`config.mk`:
```
export PLATFORM = sky130hd
export DESIGN_NAME = fpu_bus_host
export DESIGN_NICKNAME = d
export VERILOG_FILES = /design/src/rtl/fpu_bus_host.sv
export SDC_FILE = /design/constraint.sdc
export NUM_CORES = 1
export LEC_CHECK = 0
export CORE_MARGIN = 8
export CORE_UTILIZATION = 45
export CTS_BUF_LIST = sky130_fd_sc_hd__clkbuf_4 sky130_fd_sc_hd__clkbuf_8
export CTS_CLUSTER_DIAMETER = 60
export DETAILED_ROUTE_END_ITERATION = 8
export DONT_BUFFER_PORTS = 1
export GPL_ROUTABILITY_DRIVEN = 0
export HOLD_SLACK_MARGIN = 0.05
export SLEW_MARGIN = 25
export SYNTH_ARGS = -nofsm -noshare
export SYNTH_HDL_FRONTEND = slang
export SYNTH_SLANG_ARGS = --single-unit
```
`constraint.sdc`:
```
create_clock -name clk -period 3.1 [get_ports clk]
set_input_delay 0.31 -clock clk [delete_from_list [all_inputs] [get_ports clk]]
set_output_delay 0.31 -clock clk [all_outputs]
set_load 0.01 [all_outputs]
```
`src/rtl/fpu_bus_host.sv`:
```
// fpu_bus_host: CPU-side bus master for the FPU register interface.
// Takes an operand pair and an opcode over a valid/ready handshake. It writes
// them byte-wise to FPU registers 0..8 and waits for cmd_end. It then reads
// result registers 9..C, pulses end_ack and returns the result on a response
// handshake.
// Ports:
//   clk, arst_n                           clock, async active-low reset
//   req_valid/ready, req_a/b/op           request handshake and payload
//   rsp_valid/ready, rsp_result/timeout   response handshake and payload
//   fpu_addr, fpu_data_out/oe/in          FPU register address and data bus
//   fpu_cs, fpu_rd, fpu_wr                active-low bus strobes
//   fpu_cmd_end, fpu_busy, fpu_end_ack    FPU command status / acknowledge
module fpu_bus_host #(
    parameter int unsigned STROBE_CYCLES  = 1,
    parameter int unsigned TIMEOUT_CYCLES = 1024
) (
    input  logic        clk,
    input  logic        arst_n,
    input  logic        req_valid,
    output logic        req_ready,
    input  logic [31:0] req_a,
    input  logic [31:0] req_b,
    input  logic [3:0]  req_op,
    output logic        rsp_valid,
    input  logic        rsp_ready,
    output logic [31:0] rsp_result,
    output logic        rsp_timeout,
    output logic [3:0]  fpu_addr,
    output logic [7:0]  fpu_data_out,
    output logic        fpu_data_oe,
    input  logic [7:0]  fpu_data_in,
    output logic        fpu_cs,
    output logic        fpu_rd,
    output logic        fpu_wr,
    input  logic        fpu_cmd_end,
    input  logic        fpu_busy,
    output logic        fpu_end_ack
);

    localparam logic [3:0]  STROBE_LAST  = 4'(STROBE_CYCLES - 1);
    localparam logic [15:0] TIMEOUT_LAST = 16'(TIMEOUT_CYCLES - 1);

    typedef enum logic [2:0] {
        StIdle, StSetup, StStrobe, StHold, StWaitEnd, StAck, StResp
    } state_t;

    state_t      r_state;
    logic [31:0] r_a, r_b, r_result;
    logic [3:0]  r_op, r_index, r_strobe_cnt, r_addr;
    logic [15:0] r_timeout_cnt;
    logic [7:0]  r_data_out;
    logic        r_data_oe, r_cs, r_rd, r_wr, r_end_ack, r_rsp_valid, r_rsp_timeout;

    logic        w_is_write;
    logic [3:0]  w_next_index;
    logic [7:0]  w_next_data;
    logic [1:0]  w_rd_byte;

    // Gated by arst_n so the host never advertises readiness while held in reset.
    assign req_ready    = arst_n && (r_state == StIdle) && !fpu_busy && !fpu_cmd_end;
    assign w_is_write   = (r_index <= 4'd8);
    assign w_next_index = r_index + 4'd1;
    assign w_rd_byte    = 2'(r_index - 4'd9);

    // Write data for the access that follows the current one.
    always_comb begin
        w_next_data = 8'h00;
        case (w_next_index)
            4'd1:    w_next_data = r_a[15:8];
            4'd2:    w_next_data = r_a[23:16];
            4'd3:    w_next_data = r_a[31:24];
            4'd4:    w_next_data = r_b[7:0];
            4'd5:    w_next_data = r_b[15:8];
            4'd6:    w_next_data = r_b[23:16];
            4'd7:    w_next_data = r_b[31:24];
            4'd8:    w_next_data = {4'b0000, r_op};
            default: w_next_data = 8'h00;
        endcase
    end

    always_ff @(posedge clk or negedge arst_n) begin
        if (!arst_n) begin
            r_state       <= StIdle;
            r_a           <= '0;
            r_b           <= '0;
            r_op          <= '0;
            r_result      <= '0;
            r_index       <= '0;
            r_strobe_cnt  <= '0;
            r_timeout_cnt <= '0;
            r_addr        <= '0;
            r_data_out    <= '0;
            r_data_oe     <= 1'b0;
            r_cs          <= 1'b1;
            r_rd          <= 1'b1;
            r_wr          <= 1'b1;
            r_end_ack     <= 1'b0;
            r_rsp_valid   <= 1'b0;
            r_rsp_timeout <= 1'b0;
        end else begin
            case (r_state)
                StIdle: begin
                    if (req_valid && req_ready) begin
                        r_a           <= req_a;
                        r_b           <= req_b;
                        r_op          <= req_op;
                        r_index       <= 4'd0;
                        r_addr        <= 4'd0;
                        r_data_out    <= req_a[7:0];
                        r_data_oe     <= 1'b1;
                        r_result      <= '0;
                        r_rsp_timeout <= 1'b0;
                        r_state       <= StSetup;
                    end
                end
                StSetup: begin
                    r_cs         <= 1'b0;
                    r_wr         <= !w_is_write;
                    r_rd         <= w_is_write;
                    r_strobe_cnt <= 4'd0;
                    r_state      <= StStrobe;
                end
                StStrobe: begin
                    if (r_strobe_cnt == STROBE_LAST) begin
                        r_cs <= 1'b1;
                        r_rd <= 1'b1;
                        r_wr <= 1'b1;
                        // Read data is taken on the edge that ends the strobe.
                        if (!w_is_write) begin
                            unique case (w_rd_byte)
                                2'd0: r_result[7:0]   <= fpu_data_in;
                                2'd1: r_result[15:8]  <= fpu_data_in;
                                2'd2: r_result[23:16] <= fpu_data_in;
                                2'd3: r_result[31:24] <= fpu_data_in;
                            endcase
                        end
                        r_state <= StHold;
                    end else begin
                        r_strobe_cnt <= r_strobe_cnt + 4'd1;
                    end
                end
                StHold: begin
                    if (r_index == 4'd8) begin
                        r_data_oe     <= 1'b0;
                        r_timeout_cnt <= '0;
                        r_state       <= StWaitEnd;
                    end else if (r_index == 4'd12) begin
                        r_end_ack <= 1'b1;
                        r_state   <= StAck;
                    end else begin
                        r_index    <= w_next_index;
                        r_addr     <= w_next_index;
                        r_data_out <= w_next_data;
                        r_data_oe  <= (w_next_index <= 4'd8);
                        r_state    <= StSetup;
                    end
                end
                StWaitEnd: begin
                    if (fpu_cmd_end) begin
                        r_index    <= 4'd9;
                        r_addr     <= 4'd9;
                        r_data_out <= 8'h00;
                        r_state    <= StSetup;
                    end else if (r_timeout_cnt == TIMEOUT_LAST) begin
                        r_rsp_timeout <= 1'b1;
                        r_result      <= '0;
                        r_end_ack     <= 1'b1;
                        r_state       <= StAck;
                    end else begin
                        r_timeout_cnt <= r_timeout_cnt + 16'd1;
                    end
                end
                StAck: begin
                    if (!fpu_cmd_end) begin
                        r_end_ack   <= 1'b0;
                        r_rsp_valid <= 1'b1;
                        r_state     <= StResp;
                    end
                end
                StResp: begin
                    if (rsp_ready) begin
                        r_rsp_valid <= 1'b0;
                        r_state     <= StIdle;
                    end
                end
                default: r_state <= StIdle;
            endcase
        end
    end

    assign rsp_valid    = r_rsp_valid;
    assign rsp_result   = r_result;
    assign rsp_timeout  = r_rsp_timeout;
    assign fpu_addr     = r_addr;
    assign fpu_data_out = r_data_out;
    assign fpu_data_oe  = r_data_oe;
    assign fpu_cs       = r_cs;
    assign fpu_rd       = r_rd;
    assign fpu_wr       = r_wr;
    assign fpu_end_ack  = r_end_ack;

endmodule

```
==> metrics.md <==
| Metric | Value |
|---|---|
| Status | `finished, violations left` |
| Failing checks | `hold timing` |
| Met3 global-route usage | `0.04797` |
| Final setup fails | `0` |
| Post-Syn Instances | `between 700 and 800` |
| Cts bufs inserted | `17` |
| Final slew viol count | `0` |
| Layout cells sized above 1 | `0.1137` |
| Avg Vias per Cell | `5.675` |
| Total grt overflow | `0` |
| Detail Route Antenna Nets | `0` |
| Number of diodes | `0` |
| Met1 Use GR | `0.2721` |
| Synthesized net count | `just under 900` |
| Die ar. | `approximately 0.020 mm2` |
| Final hold viol count | `between 100 and 150` |
| EDFF count, synth | `0` |
| Sw Share | `0.4373` |
| TritonCTS clock tree | `yes` |
| Starting density of the core | `0.4556` |
| Int Power | `between 4000 and 5000 uW` |
| Core area | `about 0.016 mm2` |
| Post-DP HPWL | `14320 um` |
| Worst slew margin | `0.4566` |
| Root Driver | `clkbuf_8` |
| WL/cell | `between 15 and 20 um` |
| WS Path Type | `flip-flop to flip-flop` |
| Bufs and invs on worst path | `1` |
| Total global-route track usage | `0.2023` |
| Pwr dens | `between 900 and 1000 mW/mm2` |
| FMAX | `~360 MHz` |
| Combinational power share | `0.376` |
| Critical Path End Type | `flip-flop` |
| CP max-delay cell | `dfrtp_1` |
| Flop pwr share | `0.447` |
| Global-route wire length before repair | `approximately 32000 um` |
| Startpoint Class | `flip-flop` |
| Max-cap violations | `0` |
| Crit-path leading delay family | `compound AO/OA/AOI/OAI gates` |
| Synth Warn # | `0` |
| Initial antenna violation count | `0` |
| Die Wd | `roughly 140 um` |
| CTS resizes | `0` |
| GR Layer Usage met2 | `0.3134` |
| Area fraction of the dominant cell type after synthesis | `0.4580` |
| Fin Hold WS | `-0.4521 ns` |
| Crit-path cells | `inv_1 -> ha_1 -> a222oi_1 -> mux2_2 -> a21oi_1 -> nor4_1 -> o22ai_1` |
| RSZ-0062 raised after global routing | `false` |
| DR iter-0 viols | `approximately 560` |
| P_sw | `approximately 3300 uW` |
| Asr flop ratio synth | `1.000` |
| Grt peak-use layer | `met2` |
| Area grow syn2layout | `17.01%` |
| DR DRC count | `0` |
| Critical Path Max Stage Delay | `~0.64 ns` |
| Die H | `roughly 140 um` |
| Htree depth | `4` |
| Via Count | `6016` |
| Main synth FF type | `dfrtp_1` |
| Wirelength, routed | `19990 um` |
| Final Util | `0.5330` |
| Port Buffer Count | `0` |
| Peak VDD IR | `~0.00038 V` |
| Count leader, synth | `nand2_1` |
| Most frequent cells after synthesis | `nand2_1, dfrtp_1, nor2_1` |
| Mapped Area | `slightly above 0.007 mm2` |
| Post-CTS Hold Buffers | `around 70` |
| Largest net degree at the start of global routing | `between 100 and 150` |
| Post-CTS setup buffers | `0` |
| R2r setup slk | `0.29 ns` |
| Worst Path Max Fanout | `22` |
| HP Class | `input port to asynchronous set/reset pin` |
| Slew @ Worst Pin | `a little over 0.8 ns` |
| Clock power frac | `0.177` |
| I/O Pins | `roughly 130` |
| Nets | `924` |
| Clk_lat worst skew | `approximately 0.46 ns` |
| Number of global-route vias before repair | `approximately 6000` |
| 1st-pass router iterations | `6` |
| Clk buf depth | `2` |
| Fin Setup TNS | `0 ns` |
| Rows | `46` |
| Cells taking the most area after synthesis | `dfrtp_1, nand2_1, mux2_1, mux2_2, a21oi_1` |
| Library cells used by synthesis | `71` |
| Syn Area/Cell | `a little over 9 um2` |
| Yosys reg bits | `roughly 130` |
| CTS clk-pin slew, worst paths | `approximately 0.080 ns` |
| Static Leakage | `roughly 0.0038 uW` |
| Yosys top cell by area | `dfrtp_1` |
| Tmin final | `2.809 ns` |
| Worst Path Arrival | `3.12 ns` |
| Fin crit share | `0.9061` |
| Clk_skew | `around 0.014 ns` |
| TritonCTS sink count | `approximately 130` |
| Worst Path Required | `~3.4 ns` |
| Seq/Total Area, Yosys | `0.4690` |
==> cells in the final DEF, fill, tap and decap left out, types with 7 or more instances in the layout <==
master / count
mux2_1: 20
nand2_1: 213
a22o_1: 9
nand3_1: 25
mux2_2: 18
a22oi_1: 15
dlygate4sd3_1: 69
o21ai_0: 34
nor2_1: 37
buf_4: 16
o22ai_1: 8
a2111oi_2: 8
and2_1: 9
ha_1: 10
inv_6: 7
o211ai_1: 7
xnor2_1: 14
mux2i_1: 11
clkbuf_8: 18
dfrtp_1: 131
a21oi_1: 34
inv_1: 19
nor3_1: 7
==> cells by family (layout without fill, tap and decap cells) <==
group,count (synthesis),after routing,share of synthesized area
AOI/OAI and AO/OA,158,158,0.1598
xor gates and xnor gates,14,14,0.01713
adders and majority gates,11,11,0.01923
buffers and inverters,71,137,0.04335
DFF,134,134,0.4690
muxes,49,49,0.07516
and+or+nand+nor,341,341,0.2164
==> stage by stage <==
step                      total power [uW]  hold WS [ns]  setup WS (ns)  std cells  area, um2
after detailed placement              6114       0.02337         0.3922        959       7325
after global routing                  8074       -0.4880        0.08436       1060       8376
final                                 7540       -0.4521         0.2910       1060       8376
after floorplan                       5231       0.01441         0.8747        778       7158
after global placement                6001       0.02195         0.5088        959       7325
after CTS                             7545       -0.4874         0.3592       1060       8376
==> sequential cells by signal, summed over array words and instances, names as in the netlist, 3 cells and up <==
signal and cells:
r_b 32, r_state 3, fpu_addr 4, r_strobe_cnt 4, fpu_data_out 8, rsp_result 32, r_op 4, r_a 24
r_timeout_cnt 16
==> power groups by stage <==
stage               combinational, uW  sequential, uW  clock [uW]
detailed placement               2720            3400           0
global route                     3150            3480        1440
global placement                 2630            3370           0
CTS                              2800            3370        1380
floorplan                        2210            3020           0
finish                           2840            3370        1330
==> layer usage <==
layer / vias to the layer above / share of wire
met2: 237 / 0.47
met5: - / 0
li1: 2821 / -
met1: 2930 / 0.44
met3: 28 / 0.072
met4: 0 / 0.019
==> final timing paths <==
| path | cells past startpoint | to | start |
|---|---|---|---|
| max | 7 | fpu_data_out[0]$_DFFE_PN0P_ | fpu_addr[1]$_DFFE_PN0P_ |
| min | 0 | rsp_timeout$_DFFE_PN0P_ | arst_n |
| max reg2reg | 7 | fpu_data_out[0]$_DFFE_PN0P_ | fpu_addr[1]$_DFFE_PN0P_ |
| min reg2reg | 2 | r_b[25]$_DFFE_PN0P_ | r_b[25]$_DFFE_PN0P_ |
| max in group asynchronous | 0 | r_b[25]$_DFFE_PN0P_ | arst_n |
| min in group clk | 3 | rsp_valid$_DFFE_PN0P_ | rsp_ready |
==> area by class of cell <==
cell class | instances | area, um2
well taps | 216 | 270.3
inverters | 20 | 75.07
flip-flops and latches | 134 | 3357
clock inverters | 14 | 112.6
clock buffers | 18 | 247.7
fillers | 1385 | 7337
multi-input cells | 573 | 3502
repair buffers | 85 | 810.8
==> worst register-to-register path, cell delays in order, from the launching register on <==
cell,delay [ns]
dfrtp_1,0.64
inv_1,0.20
ha_1,0.52
a222oi_1,0.44
mux2_2,0.21
a21oi_1,0.06
nor4_1,0.44
o22ai_1,0.15
(Power assumes the default switching activity.)
